==> src/rtl/mandel_iter_ctrl.sv <==
// Escape-time iteration controller: z(n+1) = z(n)^2 + c from z(0) = 0.
// One shared squaring/magnitude stage per iteration: MUL registers z*z and
// |z|^2, ACC tests for escape or limit and otherwise advances z and the count.
module mandel_iter_ctrl #(
  parameter int ws = 16,
  parameter int dp = 8,
  parameter int iw = 8
) (
  input  logic            clk,
  input  logic            rst_n,
  input  logic            start,
  input  logic [2*ws-1:0] c,
  input  logic [iw-1:0]   max_iter,
  output logic            busy,
  output logic            done,
  output logic [iw-1:0]   iter,
  output logic            escaped
);

  typedef enum logic [1:0] {IDLE, MUL, ACC, FIN} state_t;

  localparam logic signed [ws-1:0] FOUR = ws'(4 << dp);

  state_t state, state_nx;

  logic signed [ws-1:0] z_re, z_im;
  logic signed [ws-1:0] c_re, c_im;
  logic signed [ws-1:0] sq_re, sq_im;
  logic signed [ws-1:0] mag;
  logic [iw-1:0]        lim, cnt, iter_r;
  logic                 esc_r;

  logic signed [ws-1:0] rr, ii, ri;
  logic signed [ws-1:0] sq_re_nx, sq_im_nx, mag_nx;
  logic                 escape, at_lim;

  // Fixed-point product: full-width signed multiply, arithmetic shift, wrap to ws.
  function automatic logic signed [ws-1:0] fx_mul(input logic signed [ws-1:0] a,
                                                  input logic signed [ws-1:0] b);
    logic signed [2*ws-1:0] p;
    p = (2*ws)'(a) * (2*ws)'(b);
    return ws'(p >>> dp);
  endfunction

  // Squaring datapath and escape test; the imaginary part is the sum of the two
  // identical cross products of a complex multiply, each truncated separately.
  always_comb begin
    rr       = fx_mul(z_re, z_re);
    ii       = fx_mul(z_im, z_im);
    ri       = fx_mul(z_re, z_im);
    sq_re_nx = rr - ii;
    sq_im_nx = ri + ri;
    mag_nx   = rr + ii;
    escape   = mag[ws-1] || (mag > FOUR);
    at_lim   = (cnt == lim);
  end

  // State register.
  always_ff @(posedge clk) begin
    if (!rst_n) state <= IDLE;
    else        state <= state_nx;
  end

  // Next-state logic and status outputs.
  always_comb begin
    state_nx = state;
    busy     = 1'b0;
    done     = 1'b0;
    case (state)
      IDLE: if (start) state_nx = MUL;
      MUL: begin
        busy     = 1'b1;
        state_nx = ACC;
      end
      ACC: begin
        busy     = 1'b1;
        state_nx = (escape || at_lim) ? FIN : MUL;
      end
      FIN: begin
        done     = 1'b1;
        state_nx = IDLE;
      end
      default: state_nx = IDLE;
    endcase
  end

  // Datapath registers: capture on accept, square in MUL, advance or finish in ACC.
  always_ff @(posedge clk) begin
    if (!rst_n) begin
      z_re   <= '0;
      z_im   <= '0;
      c_re   <= '0;
      c_im   <= '0;
      sq_re  <= '0;
      sq_im  <= '0;
      mag    <= '0;
      lim    <= '0;
      cnt    <= '0;
      iter_r <= '0;
      esc_r  <= 1'b0;
    end else begin
      case (state)
        IDLE: if (start) begin
          c_re <= c[ws-1:0];
          c_im <= c[2*ws-1:ws];
          lim  <= max_iter;
          z_re <= '0;
          z_im <= '0;
          cnt  <= '0;
        end
        MUL: begin
          sq_re <= sq_re_nx;
          sq_im <= sq_im_nx;
          mag   <= mag_nx;
        end
        ACC: begin
          if (escape) begin
            esc_r  <= 1'b1;
            iter_r <= cnt;
          end else if (at_lim) begin
            esc_r  <= 1'b0;
            iter_r <= cnt;
          end else begin
            z_re <= sq_re + c_re;
            z_im <= sq_im + c_im;
            cnt  <= cnt + 1'b1;
          end
        end
        default: ;
      endcase
    end
  end

  assign iter    = iter_r;
  assign escaped = esc_r;

endmodule

==> config.mk <==
export PLATFORM = sky130hd
export DESIGN_NAME = mandel_iter_ctrl
export DESIGN_NICKNAME = d
export VERILOG_FILES = /design/src/rtl/mandel_iter_ctrl.sv
export SDC_FILE = /design/constraint.sdc
export NUM_CORES = 2
export LEC_CHECK = 0
export CORE_ASPECT_RATIO = 1.1
export CORE_UTILIZATION = 40
export CTS_BUF_LIST = sky130_fd_sc_hd__clkbuf_8
export CTS_CLUSTER_DIAMETER = 60
export DETAILED_ROUTE_END_ITERATION = 7
export HOLD_SLACK_MARGIN = 0.15
export SYNTH_ARGS = -nofsm -noshare
export SYNTH_HDL_FRONTEND = slang
export SYNTH_SLANG_ARGS = --single-unit
==> constraint.sdc <==
create_clock -name clk -period 7.7 [get_ports clk]
set_input_delay 1.54 -clock clk [delete_from_list [all_inputs] [get_ports clk]]
set_output_delay 1.54 -clock clk [all_outputs]
set_load 0.02 [all_outputs]
# After elaboration in Yosys (flattened, before gate mapping)

Index checks and enable logic that the tools add are counted.

Magnitude comparators: 1
Muxes and demuxes: 20
Eq/ne operators: 7
$mul: 3
$add $sub $neg: 6
Reduce and logical (&&, ||, !) cells: 9

Operator list:

| cell                 | count |
|---|---|
| $mux 16              | 5 |
| $mul 16x16->24       | 3 |
| $add 16x16->16       | 4 |
| $pmux 16 s2          | 2 |
| $mux 8               | 5 |
| $gt 16x12->1 const B | 1 |
| $pmux 8 s2           | 1 |
| $sub 16x16->16       | 1 |
| $add 8x1->8 const B  | 1 |
| $eq 8x8->1           | 1 |
| $pmux 2 s4           | 1 |
| $ne 2x2->1 const B   | 3 |
| $eq 2x2->1 const B   | 2 |
| $mux 1               | 4 |
| $mux 2               | 2 |
| $reduce_and 2->1     | 2 |
| $reduce_and 4->1     | 1 |
| $reduce_bool 2->1    | 2 |
| $eq 2x1->1 const B   | 1 |
| $logic_not 2->1      | 1 |
| $logic_or 1x1->1     | 2 |
| $reduce_or 2->1      | 1 |

Bits of input ports: 43
Output and inout port bits: 11
Register bits: 139
Word-level logic and storage cells: 58

# Depth between registers and ports, before layout

Depth after elaboration: 5
Depth in mapped cells: 34
Mapped depth without buffers: 33

# Worst setup path after synthesis

No wires, ideal clock.

Kind: register -> register
Start: register z_im[7]
End: register sq_re[15]
Cell stages (with the launch flop): 32
Setup time: 0.120 ns
Data required time: 7.580 ns
Path slack: 0.336 ns
Arrival time: 7.244 ns
Cells stage by stage: dfxtp_1 -> clkbuf_1 -> clkbuf_1 -> nand2_1 -> fa_1 -> fa_1 -> fa_1 -> fa_1 -> inv_1 -> fa_1 -> inv_1 -> fa_1 -> inv_1 -> ha_1 -> a21o_1 -> a21oi_1 -> o21ai_0 -> a21oi_1 -> nor2b_1 -> o21a_1 -> nor2_1 -> xnor2_1 -> ha_1 -> clkbuf_1 -> nor3_1 -> nand3_1 -> a31oi_1 -> a221oi_1 -> o21bai_1 -> a21oi_1 -> or3b_1 -> nor3b_1

Longest elaborated chain between the ends: 2

Ends and longest elaborated chain:

| item                     | RTL line | text |
|---|---|---|
| start: declaration       | 26       | `logic signed [ws-1:0] z_re, z_im;` |
| start signal: assignment | 125      | `z_im <= sq_im + c_im;` |
| $mul 16x16->24           | 41       | `p = (2*ws)'(a) * (2*ws)'(b);` |
| $sub 16x16->16           | 51       | `sq_re_nx = rr - ii;` |
| end signal: assignment   | 112      | `sq_re <= sq_re_nx;` |
| end: declaration         | 28       | `logic signed [ws-1:0] sq_re, sq_im;` |

No other way between the ends.
A chain may end at the register's enable or synchronous reset.

# Final worst setup path

Start: register z_im[3]
End: register sq_re[15]

The elaborated chain is that of the path after synthesis.

==> summary.txt <==
Global route overflow = 0
Number of max-slew violations in the final report = 0
Critical path launch point type = flop
IO buf count = 53
M3 GR Usage = 0.0248
TritonCTS sink count = 137
Count of state elements after synthesis = 137
Cell area after layout = 0.0295 mm^2
Path type of the worst min-delay path = flop to flop
Worst Setup Path Type = flop to flop
Part of the cycle the worst path needs = 0.950
Clock group share of total power = 0.353
Register area share after synthesis = 0.101
Internal power contribution = 1.12 mW
Depth of the CTS H-tree = 4
Root buffer cell = sky130_fd_sc_hd__clkbuf_8
# Post-CTS Setup Buffers = 0
CTS tree = built
Number of antenna violations at the first check in global routing = 0
Peak ir drop on the vdd network = 0.0000761 V
Slowest cell on the critical path = sky130_fd_sc_hd__fa_1
Leak Pwr = 14.6 nW
Final GP Congestion = 0.866
Count of mapped cells out of synthesis = 3,146
Proportion of power drawn by combinational gates = 0.210
GRT Util Overall = 0.210
Die width = 251 um
Worst R2R Path Depth = 30
Clock insertion delay at the later pin of the skew report = 0.52 ns
Max capacitance violation total = 0
Final-layout worst hold slack = 0.465 ns
Boundary Pins = 54
Hold Crit Depth = 2
Clock tree skew after final layout = 0.0254 ns
Number of nets in the layout = 4,013
Finish-stage setup viols = 0
Antenna Nets Post-Route = 0
Total power density per cell area = 60.1 mW/mm^2
Routed wire length per instance = 16.8 um
Remaining max-slew budget at the tightest pin = 0.384
Worst Tran Pin Value = 0.924 ns
Reg clk slew, reported paths = 0.10 ns
First-pass GRT wire length = 112,000 um
Synth-to-Final Area Change = 8.31%
Count of vias placed by the detailed router = 19,900
DR DRC count = 0
Switch share = 0.367
Arrival time of the worst setup path = 7.74 ns
Number of cell rows = 100
Busiest metal layer after global routing = met2
Cell type with the highest aggregate area in the netlist = sky130_fd_sc_hd__fa_1
Number of iterations in the first detailed-routing pass = 5
Async set-or-reset flop fraction in the synthesized netlist = 0
Post-route minimum period = 7.32 ns
Maximum clock path buffer count = 2
Mean instance size in the synthesized netlist = 8.66 um^2
Instance area at placement = 0.0291 mm^2
Flip-flop cell with the highest count after synthesis = sky130_fd_sc_hd__dfxtp_1
Met2 global-route usage = 0.371
Layout cells sized above 1 = 0.0557
Post-Syn Nets = 3,978
Maximum operating frequency = 137 MHz
Setup TNS = 0 ns
Per-cell via count in the routed design = 4.91
Final core utilization = 0.437
Post-route setup slack = 0.382 ns
Sort of element at the end of the critical path = flop
Share of Yosys cell area claimed by the top area cell type = 0.370
Sequential group share of total power = 0.438
Yosys Warn Count = 0
Number of distinct library cell variants in the gate-level netlist after synthesis = 66
Starting density of the core = 0.403
Core area = 0.0676 mm^2
Cells taking the most area after synthesis = sky130_fd_sc_hd__fa_1 (37%), sky130_fd_sc_hd__ha_1 (13%), sky130_fd_sc_hd__inv_1 (10%)
Net switching power figure = 651 uW
Detailed-placement wirelength estimate = 56,400 um
GRT met1 Usage = 0.266
Data required, critical path = 8.12 ns
Maximum fanout count along the critical path = 7
Via count of the first global-routing pass = 21,000
Drt total wl = 68,300 um
Diode count = 0
Die height = 276 um
Number of hold-slack violations in the final timing report = 0
Number of clock buffers inserted by TritonCTS = 17
Die ar. = 0.0692 mm^2
Starting DRT DRC Count = 916
Delay of the slowest cell on the worst path = 0.56 ns
Maximum number of pins on one net before global-route repair = 71
Area of the mapped netlist = 0.0272 mm^2
Result of the run = complete, no violations
Post-placement setup slack = 0.236 ns
Number of enable flip-flop cells after synthesis = 0
-- registers in the layout, indices dropped and copies added (netlist names) --
name	flops
sq_re	16
c_re	16
cnt	8
mag	15
sq_im	15
escaped	1
lim	8
iter	8
c_im	16
state	2
z_re	16
z_im	16
-- worst max-delay path: cells and delay by family, from the launching register on --
kind | cells | cell delay [ns]
adder cells (fa/ha/maj) | 8 | 3.63
buffers and inverters | 6 | 0.34
AO/OA/AOI/OAI | 10 | 2.01
AND/OR/NAND/NOR | 6 | 0.88
flip-flops | 1 | 0.39
-- cells in the mapped netlist (all sizes together), types with 4 or more instances --
cell type	instances
nand3	27
xnor2	120
and3	10
buf	13
clkbuf	125
xor2	48
a211oi	19
o41ai	8
a21o	20
nand4	11
ha	285
nand2	373
a21oi	103
a31o	6
or3	7
fa	504
clkinv	8
mux2i	28
o21a	13
or2	4
nor3	30
nand3b	4
nor2	197
dfxtp	137
o31ai	6
o211ai	6
o21ai	44
nand2b	25
nor2b	11
and2	127
o21bai	12
inv	750
a22oi	29
-- cells by family (layout without fill, tap and decap cells) --
group | Yosys count | in the layout | share of synthesized area
simple gates | 838 | 838 | 0.138
xor+xnor | 168 | 168 | 0.0543
buf+inv | 896 | 944 | 0.126
compound gates | 290 | 290 | 0.0696
flops | 137 | 137 | 0.101
fa+ha+maj | 789 | 789 | 0.501
mux | 28 | 28 | 0.0103
-- final timing paths --
check / start / endpoint / slack, ns
setup / recovery: z_im[3] / sq_re[15] / 0.38
hold / removal: c_im[10] / c_im[10] / 0.47
setup reg to reg: z_im[3] / sq_re[15] / 0.38
hold reg to reg: c_im[10] / c_im[10] / 0.47
-- routing by layer --
layer	part of all wire	up-vias
li1	-	9515
met3	0.042	87
met4	0.031	0
met1	0.42	9927
met5	0	-
met2	0.50	410
-- timing repair --
action                     in CTS  in global routing
setup endpoints to repair       0                  8
gates resized for setup         0                 22
hold buffers                    0                  0
-- per-stage QoR --
step / power [mW] / std cells
global placement: 1.16 / 4029
global route: 1.86 / 4061
finish: 1.77 / 4061
detailed placement: 1.16 / 4029
CTS: 1.79 / 4061
floorplan: 1.02 / 3146
-- power groups by stage --
stage	clock, mW	combinational (mW)	sequential (mW)
after detailed placement	0	0.368	0.793
after global routing	0.668	0.410	0.781
final	0.626	0.372	0.777
after CTS	0.644	0.370	0.777
after global placement	0	0.366	0.793
after floorplan	0	0.248	0.773
-- layout by cell type (no fill, tap or decap), types with 7 or more instances in the layout --
master / count
sky130_fd_sc_hd__nand2b_1: 25
sky130_fd_sc_hd__ha_1: 284
sky130_fd_sc_hd__fa_1: 504
sky130_fd_sc_hd__clkdlybuf4s50_1: 53
sky130_fd_sc_hd__and2_1: 127
sky130_fd_sc_hd__nand2_1: 373
sky130_fd_sc_hd__or3_1: 7
sky130_fd_sc_hd__a21o_1: 20
sky130_fd_sc_hd__xor2_1: 48
sky130_fd_sc_hd__nor3_1: 29
sky130_fd_sc_hd__nand4_1: 11
sky130_fd_sc_hd__buf_4: 98
sky130_fd_sc_hd__o21a_1: 13
sky130_fd_sc_hd__dfxtp_1: 127
sky130_fd_sc_hd__a211oi_1: 16
sky130_fd_sc_hd__o21ai_0: 40
sky130_fd_sc_hd__nand3_1: 27
sky130_fd_sc_hd__dfxtp_2: 10
sky130_fd_sc_hd__nor2_1: 194
sky130_fd_sc_hd__xnor2_1: 118
sky130_fd_sc_hd__mux2i_1: 28
sky130_fd_sc_hd__clkinv_1: 7
sky130_fd_sc_hd__o21bai_1: 12
sky130_fd_sc_hd__inv_1: 748
sky130_fd_sc_hd__a21oi_1: 103
sky130_fd_sc_hd__nor2b_1: 11
sky130_fd_sc_hd__clkbuf_8: 17
sky130_fd_sc_hd__and3_1: 9
sky130_fd_sc_hd__a22oi_1: 29
-- cell type report --
class	count	area [um^2]
flip-flops and latches	137	2760
inverters	758	2850
multi-input cells	2113	21100
clock inverters	15	134
repair buffers	154	1320
clock buffers	17	234
fillers	6737	38100
well taps	867	1080
Note: power is estimated with default switching activity, not from simulation.
